==> config.mk <==
export PLATFORM = sky130hd
export DESIGN_NAME = rand_pair_gen
export DESIGN_NICKNAME = d
export VERILOG_FILES = /design/src/rtl/rand_pair_gen.sv
export SDC_FILE = /design/constraint.sdc
export NUM_CORES = 1
export LEC_CHECK = 0
export ABC_AREA = 0
export CORE_MARGIN = 1
export CORE_UTILIZATION = 30
export CTS_CLUSTER_DIAMETER = 30
export DETAILED_ROUTE_END_ITERATION = 8
export PLACE_DENSITY = 0.55
export SKIP_LAST_GASP = 1
export SLEW_MARGIN = 25
export SYNTH_ARGS = -nofsm -noshare
export SYNTH_HDL_FRONTEND = slang
export SYNTH_SLANG_ARGS = --single-unit
==> constraint.sdc <==
create_clock -name clk -period 2.2 [get_ports clk]
set_input_delay 0.55 -clock clk [delete_from_list [all_inputs] [get_ports clk]]
set_output_delay 0.55 -clock clk [all_outputs]
set_load 0.02 [all_outputs]
==> src/rtl/rand_pair_gen.sv <==
`default_nettype none
// +----------------------------------------------------------------------------+
// | Module      : rand_pair_gen                                                |
// | Description : LFSR-driven operand pair source for the OR/AND output stage. |
// |               Each run emits NUM_VECT vectors on a/b, each held for        |
// |               HOLD_CYC clocks, with a valid pulse on every new vector.     |
// | Ports       : clk, rst        clock, async active-high reset               |
// |               start           begin a run (only honoured in IDLE)          |
// |               stop            abort a run (only honoured in RUN)           |
// |               seed_load       load seed_in into the LFSR (IDLE only)       |
// |               seed_in         new seed; zero selects SEED                  |
// |               a, b            registered operand pair                      |
// |               valid           1-clk pulse when a/b change to a new vector  |
// |               busy            high while a run is in progress              |
// |               done            1-clk pulse on normal run completion         |
// |               vect_cnt        vectors emitted in the current/last run      |
// | Revision    : 1.0  initial release                                         |
// +----------------------------------------------------------------------------+
module rand_pair_gen #(
  parameter int                LFSR_W   = 16,
  parameter logic [LFSR_W-1:0] TAPS     = 16'hB400,
  parameter logic [LFSR_W-1:0] SEED     = 16'hACE1,
  parameter int                HOLD_CYC = 10,
  parameter int                NUM_VECT = 20
) (
  input  logic                              clk,
  input  logic                              rst,
  input  logic                              start,
  input  logic                              stop,
  input  logic                              seed_load,
  input  logic [LFSR_W-1:0]                 seed_in,
  output logic                              a,
  output logic                              b,
  output logic                              valid,
  output logic                              busy,
  output logic                              done,
  output logic [$clog2(NUM_VECT+1)-1:0]     vect_cnt
);

  // Hold counter needs at least one bit even when HOLD_CYC == 1.
  localparam int HW = (HOLD_CYC > 1) ? $clog2(HOLD_CYC) : 1;
  localparam int VW = $clog2(NUM_VECT + 1);

  localparam logic [HW-1:0] c_hold_last = HW'(HOLD_CYC - 1);
  localparam logic [VW-1:0] c_num_vect  = VW'(NUM_VECT);

  typedef enum logic [0:0] {
    S_IDLE = 1'b0,
    S_RUN  = 1'b1
  } state_t;

  state_t            r_state,    w_state_nxt;
  logic [LFSR_W-1:0] r_lfsr,     w_lfsr_nxt;
  logic [HW-1:0]     r_hold_cnt, w_hold_nxt;
  logic [VW-1:0]     r_vect_cnt, w_vect_nxt;
  logic              r_a,        w_a_nxt;
  logic              r_b,        w_b_nxt;
  logic              r_valid,    w_valid_nxt;
  logic              r_busy,     w_busy_nxt;
  logic              r_done,     w_done_nxt;

  logic [LFSR_W-1:0] w_lfsr_step;

  // Galois right-shift step: feedback mask applied when the bit shifted out is 1.
  assign w_lfsr_step = (r_lfsr >> 1) ^ (r_lfsr[0] ? TAPS : '0);

  always_comb begin
    w_state_nxt = r_state;
    w_lfsr_nxt  = r_lfsr;
    w_hold_nxt  = r_hold_cnt;
    w_vect_nxt  = r_vect_cnt;
    w_a_nxt     = r_a;
    w_b_nxt     = r_b;
    w_valid_nxt = 1'b0;
    w_busy_nxt  = r_busy;
    w_done_nxt  = 1'b0;

    unique case (r_state)
      S_IDLE: begin
        // seed_load wins over start so a reseed never launches a run.
        if (seed_load) begin
          w_lfsr_nxt = (seed_in == '0) ? SEED : seed_in;
        end else if (start) begin
          w_a_nxt     = r_lfsr[0];
          w_b_nxt     = r_lfsr[1];
          w_lfsr_nxt  = w_lfsr_step;
          w_valid_nxt = 1'b1;
          w_busy_nxt  = 1'b1;
          w_vect_nxt  = VW'(1);
          w_hold_nxt  = '0;
          w_state_nxt = S_RUN;
        end
      end

      S_RUN: begin
        if (stop) begin
          // Abort: lfsr and vect_cnt are left untouched so a later run
          // carries on with the same pseudo-random sequence.
          w_state_nxt = S_IDLE;
          w_busy_nxt  = 1'b0;
          w_hold_nxt  = '0;
        end else if (r_hold_cnt == c_hold_last) begin
          w_hold_nxt = '0;
          if (r_vect_cnt < c_num_vect) begin
            w_a_nxt     = r_lfsr[0];
            w_b_nxt     = r_lfsr[1];
            w_lfsr_nxt  = w_lfsr_step;
            w_valid_nxt = 1'b1;
            w_vect_nxt  = r_vect_cnt + 1'b1;
          end else begin
            w_state_nxt = S_IDLE;
            w_busy_nxt  = 1'b0;
            w_done_nxt  = 1'b1;
          end
        end else begin
          w_hold_nxt = r_hold_cnt + 1'b1;
        end
      end

      default: begin
        w_state_nxt = S_IDLE;
      end
    endcase
  end

  always_ff @(posedge clk or posedge rst) begin
    if (rst) begin
      r_state    <= S_IDLE;
      r_lfsr     <= SEED;
      r_hold_cnt <= '0;
      r_vect_cnt <= '0;
      r_a        <= 1'b0;
      r_b        <= 1'b0;
      r_valid    <= 1'b0;
      r_busy     <= 1'b0;
      r_done     <= 1'b0;
    end else begin
      r_state    <= w_state_nxt;
      r_lfsr     <= w_lfsr_nxt;
      r_hold_cnt <= w_hold_nxt;
      r_vect_cnt <= w_vect_nxt;
      r_a        <= w_a_nxt;
      r_b        <= w_b_nxt;
      r_valid    <= w_valid_nxt;
      r_busy     <= w_busy_nxt;
      r_done     <= w_done_nxt;
    end
  end

  assign a        = r_a;
  assign b        = r_b;
  assign valid    = r_valid;
  assign busy     = r_busy;
  assign done     = r_done;
  assign vect_cnt = r_vect_cnt;

endmodule
`default_nettype wire

---- Word-level counts from Yosys, hierarchy flattened ----
Index checks and enable logic that the tools add are counted.
word-level totals
  register bits after elaboration ......... 31
  input port bits ......................... 21
  output and inout bits ................... 10
  word-level logic and storage cells ...... 78
operators by class
  add/sub/neg operators ................... 2
  order comparisons ....................... 1
  equal/unequal tests ..................... 9
  muxes and demuxes ....................... 50
  bitwise logic cells ..................... 2
  reductions and logical operators ........ 5
operators with widths
  cell                                                                      count
  16-bit two-way mux                                                        7
  16-bit one-hot mux with 2 select lines                                    1
  1-bit two-way mux                                                         26
  5-bit two-way mux                                                         5
  16-bit zero test                                                          1
  4-bit two-way mux                                                         4
  15-bit by 16-bit bitwise XOR with 16-bit output                           1
  1-bit one-hot mux with 2 select lines                                     5
  5-bit one-hot mux with 2 select lines                                     1
  4-bit one-hot mux with 2 select lines                                     1
  4-bit AND reduction                                                       2
  2-bit inequality test (second input constant)                             3
  3-bit inequality test (second input constant)                             2
  5-bit by 1-bit adder with 5-bit output (second input constant)            1
  5-bit < comparator (second input constant)                                1
  5-bit AND reduction                                                       1
  4-bit by 1-bit adder with 4-bit output (second input constant)            1
  4-bit equality test (second input constant)                               1
  2-bit by 1-bit inequality test with 1-bit output (second input constant)  2
  3-bit by 2-bit inequality test with 1-bit output (second input constant)  1
  2-bit AND reduction                                                       1
  1-bit NOT                                                                 1

---- Logic depth before layout (Yosys ltp) ----
Gate-level depths: netlist of the first run.
  word-level depth ........................ 6
  depth in mapped cells ................... 7
  depth with buffers taken out ............ 6

---- Least setup slack after synthesis of the first run ----
No wires, ideal clock.
  kind .................................... input -> register
  start point ............................. input seed_in[10]
  end point ............................... register r_lfsr[0]
  library setup time ...................... 72 ps
  arrival ................................. 1,840 ps
  data required time ...................... 2,128 ps
  setup slack ............................. 288 ps
  cell stages on the path ................. 4
  buffers on the path ..................... 0
  cells stage by stage .................... or4_4 -> o41ai_4 -> o22ai_1 -> o21ai_1
on the way
  longest elaborated chain between the ends .. 4
ends and longest elaborated chain
  element                                 line  text
  start: declaration                      31    input logic [LFSR_W-1:0] seed_in,
  16-bit zero test                        82    w_lfsr_nxt = (seed_in == '0) ? SEED : seed_in;
  16-bit two-way mux                      82
  16-bit two-way mux                      81    if (seed_load) begin
  16-bit one-hot mux with 2 select lines  78    unique case (r_state)
  end signal: assignment                  139   r_lfsr <= w_lfsr_nxt;
  end: declaration                        53    logic [LFSR_W-1:0] r_lfsr, w_lfsr_nxt;
Every way passes these cells.
A chain may end at the register's enable or synchronous reset.

---- Final worst setup path of the first run ----
  start point ............................. input seed_in[10]
  end point ............................... register r_lfsr[11]
The elaborated chain is that of the path after synthesis.

==> results of run 1 <==
==> critical path: cells and delay by family <==
| kind | cells | cell delay, ps |
|---|---|---|
| buf+inv | 2 | 640 |
| compound gates | 3 | 570 |
| simple gates | 1 | 560 |
==> per-stage QoR <==
| step | setup TNS [ps] | utilization, % |
|---|---|---|
| finish | 0 | 45.1 |
| CTS | 0 | 45.1 |
| floorplan | 0 | - |
| global placement | -943 | 42.7 |
| detailed placement | -1360 | 42.7 |
| global route | 0 | 45.1 |
==> routing by layer <==
layer  up-vias  track usage [%]
met1       607             17.4
li1        632                -
met3         5             4.25
met4         0             6.32
met2        35             22.9
met5         -                0
==> flip-flops by register name, summed over array words and instances (netlist names) <==
name,flops
done,1
b,1
r_lfsr,16
a,1
r_hold_cnt,4
r_state,1
busy,1
valid,1
vect_cnt,5
==> cell type report <==
class,count,area share (%)
sequential,31,36.2
multi-input combinational,108,31.8
timing repair buffer,50,21.9
tap,67,3.86
clock buffer,6,3.80
clock inverter,2,1.61
inverter,5,0.864
==> final timing paths <==
| check | from | to | depth (start not counted) |
|---|---|---|---|
| min in group asynchronous | rst | r_hold_cnt[2] | 3 |
| min reg2reg | r_lfsr[15] | r_lfsr[15] | 2 |
| max | seed_in[10] | r_lfsr[11] | 6 |
| max in group asynchronous | rst | r_lfsr[7] | 3 |
| min | r_lfsr[15] | r_lfsr[15] | 2 |
| max reg2reg | r_hold_cnt[1] | vect_cnt[1] | 7 |
==> power breakdown <==
part	total, mW	switching (mW)	internal (mW)
logic	0.401	0.186	0.216
registers	0.799	0.0825	0.716
clock network	0.582	0.215	0.366
==> cells in the final DEF (no fill, tap or decap), types with 6 or more instances in the layout <==
cell type	instances
clkdlybuf4s50_1	30
dfrtp_1	23
nand2_1	21
buf_4	18
o21ai_0	14
nor2_1	9
mux2i_1	8
o21ai_1	8
dfstp_2	8
o22ai_1	6
clkbuf_8	6
==> kinds of logic after synthesis <==
kind of cell,Yosys count,synth area share (%)
multiplexers,10,6.73
buffers and inverters,12,3.04
XOR/XNOR,5,2.87
flip-flops,31,51.6
adder cells (fa/ha/maj),3,2.46
AND/OR/NAND/NOR,48,15.9
AO/OA/AOI/OAI,42,17.4
==> reports/metrics.cfg, run 1 <==
[global_routing]
grt_pass1_vias = 1274
track_usage_pct = 14.2
antenna_found_initial = 0
overflow = 0
grt_pass1_wl_mm = 5.76
grt_start_max_net_pins = 32

[route]
drt_iter0_drc = 55
routed_wl_mm = 3.39
drt-wirelength-per-cell_um = 12.6
drt-met1-wl_mm = 1.56
top_layer = met4
viasPerCell = 4.75
drc = 0
wl_met2_mm = 1.62
ant_nets = 0
vias = 1279
first_pass_iters = 4
wl_met3_um = 163

[setup_path]
worst_path_largest_cell_delay_ps = 560
crit_chain = clkdlybuf4s50_1, or4_4, o41ai_4, buf_4, o22ai_1, o21ai_1
cp_slowest_cell = or4_4
cp_data_required_time_ps = 2410
worst-endpoint-arrival_ps = 2320
worst_setup_path_end_kind = flop
cp-start-kind = primary input
worstSetupPathType = primary input to flop
worstPathMaxFanout = 8
reg2reg_slack_ps = 390

[logic_synthesis]
synth_ff_type = dfrtp_1
synthesis.nets = 175
postSynthCellCount = 151
ys_seq_area_share_pct = 51.6
synth_cell_types = 36
synth_area_leaders = dfrtp_1 38%, dfstp_2 14%, mux2i_1 5.3%
synth-edff-count = 0
ys_async_sr_fraction_pct = 100
ys_ff_latch = 31
ys_warn_count = 0
synth_area_per_cell_sq_um = 10.1
synthTopCellsByCount = 23 x dfrtp_1, 21 x nand2_1, 14 x o21ai_0
netlist_area_sq_um = 1520
synth_top_cell_area_share_pct = 37.8
synth_top_cell_by_area = dfrtp_1
yosysMostFrequentCell = dfrtp_1

[timing]
hold_viol = 0
max_freq_ghz = 0.474
timing.hold.ws_ps = 469
rsz0062_at_grt = no
tightest_slew_ps = 405
setup_slack_ps = 92.2
slew_headroom_pct = 73.0
timing.final.crit_period_ps = 2110
post-route-period-util_pct = 95.8
slew_viol_final = 0
skew_ps = 5.47
finalSetupViolCount = 0

[floorplan]
core_area_sq_um = 4820
rows = 25
start_util_pct = 31.6
ioPinCount = 31
fp.dieH_um = 73.3
die-area_sq_um = 5370
fp.dieW_um = 73.3

[clock_network]
cts.sinks = 31
cts_tree = built
ctsRootBufferMaster = clkbuf_8
ctsHoldBuffers = 0
h-tree-depth = 2
cts_setup_buffers = 0
cts_inserted_buffers = 5
path_clk_slew_ps = 70
insertion_delay_ps = 280
clockBufferDepth = 2
cts_resized = 0

[power]
power_mw = 1.78
p_leak_nw = 0.941
vdd_drop_max_v = 0.000357
power_density_nw_per_um2 = 820

[placed_design]
dp_cells = 261
post-place-ws_ps = -189
placed_area_sq_um = 2060
place.gp.congestion = 0.816
io_buffer_count = 30
hpwl_mm = 2.49

[flow_run]
maxCapViolCount = 0

[outcome]
status = completed

[layout]
regArea_sq_um = 786
fill_cells = 490
area_growth_pct = 42.6
drive_gt1_share_pct = 21.3
fin_area_sq_um = 2170
fin_nets = 225
fin_cells = 269
antenna_cells = 0
multi_input_area_sq_um = 692

[hold_path]
hold_path_class = flop to flop

Note: power is estimated with default switching activity, not from simulation.
==> run 2: changes to the inputs <==
CAP_MARGIN = 20   (was not set)
==> results of run 2 <==
Same layout as run 1: the final DEF is identical, and so are final timing and power.
